==> src/rtl/cpu_pkg.sv <==
// rtl/cpu_pkg.sv - shared phase, opcode and sequencer-state encodings
package cpu_pkg;

    typedef enum logic [2:0] {
        INST_ADDR  = 3'd0,
        INST_FETCH = 3'd1,
        INST_LOAD  = 3'd2,
        DATA_SETUP = 3'd3,
        OP_ADDR    = 3'd4,
        OP_FETCH   = 3'd5,
        ALU_OP     = 3'd6,
        STORE      = 3'd7
    } phase_e;

    typedef enum logic [2:0] {
        OP_HLT = 3'd0,
        OP_SKZ = 3'd1,
        OP_ADD = 3'd2,
        OP_AND = 3'd3,
        OP_XOR = 3'd4,
        OP_LDA = 3'd5,
        OP_STO = 3'd6,
        OP_JMP = 3'd7
    } opcode_e;

    typedef enum logic [2:0] {
        IDLE      = 3'd0,
        RUN       = 3'd1,
        STEP_WAIT = 3'd2,
        HALTED    = 3'd3,
        ERROR     = 3'd4
    } seq_state_e;

    // Halt is only honoured here; the controller never touches memory in this phase.
    localparam phase_e HALT_PHASE   = OP_ADDR;
    localparam phase_e RESUME_PHASE = OP_FETCH;

    function automatic phase_e next_phase(input phase_e p);
        return phase_e'(p + 3'd1);
    endfunction

endpackage

==> src/rtl/stall_timer.sv <==
// rtl/stall_timer.sv - memory-wait stall counter with timeout compare
module stall_timer #(
    parameter int STALL_MAX = 15
) (
    input  logic clk,
    input  logic rst_n,
    input  logic clear,
    input  logic tick,
    output logic expired
);

    localparam int CW = (STALL_MAX < 2) ? 1 : $clog2(STALL_MAX + 1);
    localparam logic [CW-1:0] LAST = CW'(STALL_MAX - 1);

    logic [CW-1:0] count;

    always_ff @(posedge clk or negedge rst_n) begin
        if (!rst_n) begin
            count <= '0;
        end else if (clear) begin
            count <= '0;
        end else if (tick && (count != LAST)) begin
            count <= count + CW'(1);
        end
    end

    // Fires during the STALL_MAX-th consecutive stall cycle.
    assign expired = tick && (count == LAST);

endmodule

==> src/rtl/phase_sequencer.sv <==
// rtl/phase_sequencer.sv - eight-phase instruction sequencer with stall timeout
module phase_sequencer
    import cpu_pkg::*;
#(
    parameter int STALL_MAX = 15,
    parameter int CNT_W     = 16
) (
    input  logic             clk,
    input  logic             rst_n,
    input  logic             start,
    input  logic             step_mode,
    input  logic             halt,
    input  logic             rd,
    input  logic             wr,
    input  logic             mem_ready,
    output logic [2:0]       phase,
    output logic             running,
    output logic             halted,
    output logic             err,
    output logic [CNT_W-1:0] instr_cnt
);

    seq_state_e state;
    phase_e     phase_q;
    logic       stall;
    logic       halt_hit;
    logic       expired;

    // Stall takes priority over halt; phase 4 never needs memory anyway.
    assign stall    = (state == RUN) && (rd || wr) && !mem_ready;
    assign halt_hit = (state == RUN) && !stall && halt && (phase_q == HALT_PHASE);

    stall_timer #(
        .STALL_MAX(STALL_MAX)
    ) u_stall_timer (
        .clk    (clk),
        .rst_n  (rst_n),
        .clear  (!stall),
        .tick   (stall),
        .expired(expired)
    );

    always_ff @(posedge clk or negedge rst_n) begin
        if (!rst_n) begin
            state     <= IDLE;
            phase_q   <= INST_ADDR;
            running   <= 1'b0;
            halted    <= 1'b0;
            err       <= 1'b0;
            instr_cnt <= '0;
        end else begin
            case (state)
                IDLE: begin
                    if (start) begin
                        state   <= RUN;
                        running <= 1'b1;
                        phase_q <= INST_ADDR;
                    end
                end
                RUN: begin
                    if (stall) begin
                        if (expired) begin
                            state   <= ERROR;
                            running <= 1'b0;
                            err     <= 1'b1;
                        end
                    end else if (halt_hit) begin
                        state   <= HALTED;
                        running <= 1'b0;
                        halted  <= 1'b1;
                    end else begin
                        phase_q <= next_phase(phase_q);
                        if (phase_q == STORE) begin
                            if (~&instr_cnt) begin
                                instr_cnt <= instr_cnt + CNT_W'(1);
                            end
                            if (step_mode) begin
                                state   <= STEP_WAIT;
                                running <= 1'b0;
                            end
                        end
                    end
                end
                STEP_WAIT: begin
                    if (start) begin
                        state   <= RUN;
                        running <= 1'b1;
                    end
                end
                HALTED: begin
                    if (start) begin
                        state   <= RUN;
                        running <= 1'b1;
                        halted  <= 1'b0;
                        phase_q <= RESUME_PHASE;
                    end
                end
                ERROR: begin
                end
                default: begin
                    state   <= IDLE;
                    running <= 1'b0;
                    halted  <= 1'b0;
                    phase_q <= INST_ADDR;
                end
            endcase
        end
    end

    assign phase = phase_q;

endmodule
==> config.mk <==
export PLATFORM = sky130hd
export DESIGN_NAME = phase_sequencer
export DESIGN_NICKNAME = d
export VERILOG_FILES = /design/src/rtl/cpu_pkg.sv /design/src/rtl/stall_timer.sv /design/src/rtl/phase_sequencer.sv
export SDC_FILE = /design/constraint.sdc
export NUM_CORES = 1
export LEC_CHECK = 0
export ABC_AREA = 1
export CORE_AREA = 2 2 80 82
export DETAILED_ROUTE_END_ITERATION = 16
export DIE_AREA = 0 0 82 84
export PLACE_DENSITY = 0.54
export SKIP_CTS_REPAIR_TIMING = 1
export SLEW_MARGIN = 20
export SYNTH_ARGS = -nofsm -noshare
export SYNTH_HDL_FRONTEND = slang
export SYNTH_SLANG_ARGS = --single-unit
==> constraint.sdc <==
create_clock -name clk -period 2.1 [get_ports clk]
set_clock_uncertainty 0.1 [all_clocks]
set_input_delay 0.315 -clock clk [delete_from_list [all_inputs] [get_ports clk]]
set_output_delay 0.315 -clock clk [all_outputs]
set_load 0.1 [all_outputs]
After elaboration in Yosys (flattened, before gate mapping)
Cells that the tools add are included.
{"block": "totals", "regBits": 29}
{"block": "op_classes", "n_reduce_logical": 20, "muxes": 25, "addsub": 3, "eq_ne": 18, "n_bitwise": 6}
{"op": "2-to-1 mux 3 bit", "count": 10}
{"op": "adder 16 x 1 -> 16 bit, second input constant", "count": 1}
{"op": "AND reduction 16 bit", "count": 1}
{"op": "AND reduction 5 bit", "count": 3}
{"op": "one-hot mux 3 bit (4 select lines)", "count": 1}
{"op": "!= test 2 bit, second input constant", "count": 5}
{"op": "== test 3 bit, second input constant", "count": 3}
{"op": "2-to-1 mux 1 bit", "count": 9}
{"op": "one-hot mux 3 bit (3 select lines)", "count": 1}
{"op": "2-to-1 mux 4 bit", "count": 2}
{"op": "!= test 4 bit, second input constant", "count": 2}
{"op": "logical AND 1 bit", "count": 7}
{"op": "== test 3 x 2 -> 1 bit, second input constant", "count": 2}
{"op": "inverter 1 bit", "count": 6}
{"op": "one-hot mux 1 bit (3 select lines)", "count": 2}
{"op": "OR reduction 3 bit", "count": 2}
{"op": "adder 4 x 1 -> 4 bit, second input constant", "count": 1}
{"op": "== test 4 bit, second input constant", "count": 1}
{"op": "!= test 2 x 1 -> 1 bit, second input constant", "count": 2}
{"op": "!= test 4 x 3 -> 1 bit, second input constant", "count": 1}
{"op": "AND reduction 4 bit", "count": 1}
{"op": "adder 3 x 1 -> 3 bit, second input constant", "count": 1}
{"op": "== test 3 x 1 -> 1 bit, second input constant", "count": 1}
{"op": "logical NOT 3 bit", "count": 1}
{"op": "other kinds (5)", "count": 6}

Longest topological paths before layout
{"block": "logic_depth", "word_depth": 10, "depth_mapped": 10, "mapped_depth_nobuf": 9}

Modules after synthesis
Synthesis repeated with hierarchy kept, for this count alone.
{"block": "hier_totals", "hier_cells": 271, "hier_area_um2": 1891.8}
{"module": "phase_sequencer", "cells_per_inst": 238, "seq_area_each_um2": 625.6, "area_each_um2": 1639.1, "instances": 1}
{"module": "stall_timer", "cells_per_inst": 33, "seq_area_each_um2": 100.1, "area_each_um2": 252.7, "instances": 1}

Worst setup path after synthesis
No wires, ideal clock.
{"block": "synth_timing", "path_type": "reg2reg", "start": "reg instr_cnt[0]", "end": "reg instr_cnt[13]", "slack_ps": -244, "arrival_time_ps": 2176, "n_path_buf": 1, "path_stages_with_launch": 9, "required_time_ps": 1932, "setup_ps": 68, "synth_period_minus_slack_ps": 2344, "path_cell_list": "dfrtp_1 > ha_1 > inv_1 > nor2_4 > nand2_1 > o21ai_2 > buf_4 > nand2_1 > nand2_1"}
{"block": "synth_via", "elab_chain_len": 3, "word_cells_on_any_way": 4, "classes_between": "add/sub (1); bitwise (1); reduce/logical (2)"}
{"item": "from (decl)", "line": "phase_sequencer.sv:20", "source": "output logic [CNT_W-1:0] instr_cnt"}
{"item": "from (signal assigned)", "line": "phase_sequencer.sv:75", "source": "instr_cnt <= instr_cnt + CNT_W'(1);"}
{"item": "branches (longest 3 deep; another with adder 16 x 1 -> 16 bit)"}
Parallel ways; which one is timed is not known.
A chain may end at the register's enable or synchronous reset.

Worst setup path in the final report
{"block": "layout_timing", "start": "reg instr_cnt[0]", "end": "reg instr_cnt[11]"}
The elaborated chain is that of the path after synthesis.

==> impl_metrics.toml <==
[power_and_ir_drop]
vdd_drop_max_mv = 0.259
fin_total_pwr_uw = 1030
leakagePower_uw = 0.00106
power_density_nw_per_um2 = 465

[drt]
drcViolationCount = 0
vias = 1593
drt_iter0_drc = 53
antenna_left = 0
drt_wl_total_mm = 3.92
vias_per_cell = 4.45
wl_per_cell_um = 10.9
firstDrtPassIters = 4

[die]
boundaryPins = 30
initial_core_util = 0.291
fp.dieH_um = 84
die_area_um2 = 6890
core_region_area_um2 = 6100
fp.dieW_um = 82
num_rows = 29

[run_status]
status = "finished, final reports clean"

[sta]
holdWs_ns = 0.331
rsz0062_at_grt = "no"
fmaxAchievable_mhz = 579
finalHoldViolCount = 0
fin_ws_ns = 0.373
setup_viol = 0
report.final.slew_viol_count = 0
period_minus_slack_ns = 1.73
worst_pin_slew_ns = 0.375
timing.final.crit_share = 0.823
setup_tns_ns = 0
slew_headroom = 0.750

[critical_path]
crit_arrival_ns = 1.79
critPathCaptureType = "register"
required_ns = 2.17
start_kind = "register"
crit_path_max_fanout = 16
path_class = "register to register"

[cts]
cts_max_level = 2
clock_path_buffers = 2
clk_latency_ns = 0.27
cts_root_buf = "clkbuf_8"
cts.reportedPaths.clkPinSlew_ns = 0.06
numCtsBuffers = 5
clock_sinks = 29
cts_tree = "done"

[final_layout]
nNetsFinal = 294
final_area_um2 = 2210
multi_input_area_um2 = 943
final_cell_mix = "nand2_1 (94), buf_4 (24), nor2_1 (23), inv_1 (21), nand3_1 (21)"
area_growth_pct = 24.8
final_common_cell = "nand2_1"
antenna_cells = 0
drive_gt1_frac = 0.189
regArea_um2 = 737
n_fill_cell = 683

[synthesis]
syn_inst = 243
netlist_area_um2 = 1770
synth_cell_types = 20
ys_warn_count = 0
yosysSeqAreaShare = 0.409
syn-num-nets = 257
syn_avg_cell_area_um2 = 7.30
ys_ff_latch = 29

[global_routing]
grt_usage = 0.125
gr-total-overflow = 0
grt_pass1_wl_mm = 6.78
antenna_found_initial = 0
grt_pass1_vias = 1522
grt_max_degree = 30

[run]
maxCapViolCount = 0

[placement]
preCtsSetupSlack_ns = 0.231
dpl-instance-area_um2 = 2130
port_buffers = 29
place.gp.congestion = 0.847
dp_hpwl_mm = 2.96

[hold_path]
holdCritPathClass = "input pin to asynchronous set/reset pin"
==> sequential cells by signal, summed over array words and instances, names as in the netlist <==
| signal | count |
|---|---|
| instr_cnt | 16 |
| running | 1 |
| u_stall_timer.count | 4 |
| halted | 1 |
| phase | 3 |
| err | 1 |
| state | 3 |
==> worst paths after layout <==
path / start / to / slack [ns] / cells after the start
max: instr_cnt[0] / instr_cnt[11] / 0.37 / 9
min: rst_n / instr_cnt[6] / 0.33 / 2
max reg2reg: instr_cnt[0] / instr_cnt[11] / 0.37 / 9
min reg2reg: err / err / 0.37 / 2
max in group asynchronous: rst_n / instr_cnt[0] / 1.27 / 2
min in group clk: err / err / 0.37 / 2
==> synthesized netlist by cell type (all sizes together) <==
library cell	n	area share
a2bb2oi	1	0.0049
xnor2	8	0.039
a21oi	3	0.0085
inv	23	0.049
nor3	1	0.0028
buf	2	0.011
dfrtp	29	0.41
nand2	101	0.22
o21ai	10	0.030
nand4	5	0.018
o21bai	1	0.0042
nand3	21	0.059
nor2	27	0.074
ha	6	0.042
xor2	5	0.025
==> cells by family (layout without fill, tap and decap cells) <==
logic type / Yosys count / after routing / synth area share
AO/OA/AOI/OAI: 15 / 15 / 0.0480
flip-flops: 29 / 29 / 0.409
buffers and inverters: 25 / 63 / 0.0592
XOR/XNOR: 13 / 13 / 0.0642
adder cells (fa/ha/maj): 6 / 6 / 0.0423
AND/OR/NAND/NOR: 155 / 155 / 0.377
==> through the flow <==
stage | utilization | cells
floorplan | - | 243
global placement | 0.350 | 350
detailed placement | 0.350 | 350
CTS | 0.363 | 358
global route | 0.363 | 358
finish | 0.363 | 358
==> final cells by class <==
cell class | instances | share of cell area
Clock buffer | 8 | 0.0362
Inverter | 23 | 0.0390
Multi-Input combinational cell | 189 | 0.426
Sequential cell | 29 | 0.333
Tap cell | 77 | 0.0435
Timing Repair Buffer | 32 | 0.122
==> where the power goes <==
group | total [uW] | switching [uW] | internal (uW)
logic | 29.9 | 15.9 | 14.0
clock network | 442 | 207 | 235
registers | 559 | 0 | 559
total | 1030 | 223 | 808
==> worst max-delay path, stage by stage (launching register included) <==
cell and delay, ns:
dfrtp_2 0.42, ha_1 0.25, inv_1 0.09, nor2_4 0.15
nand2_1 0.10, nor2_1 0.19, nor2_4 0.05, buf_12 0.15
nand2_1 0.07, nand2_1 0.04
==> per-layer routing <==
layer / wire length, um / GRT usage
met1: 1760 / 0.156
met4: 59 / 0.0379
met5: 0 / 0
met2: 1940 / 0.206
met3: 158 / 0.0346
Power figures use the tool's default switching activity.
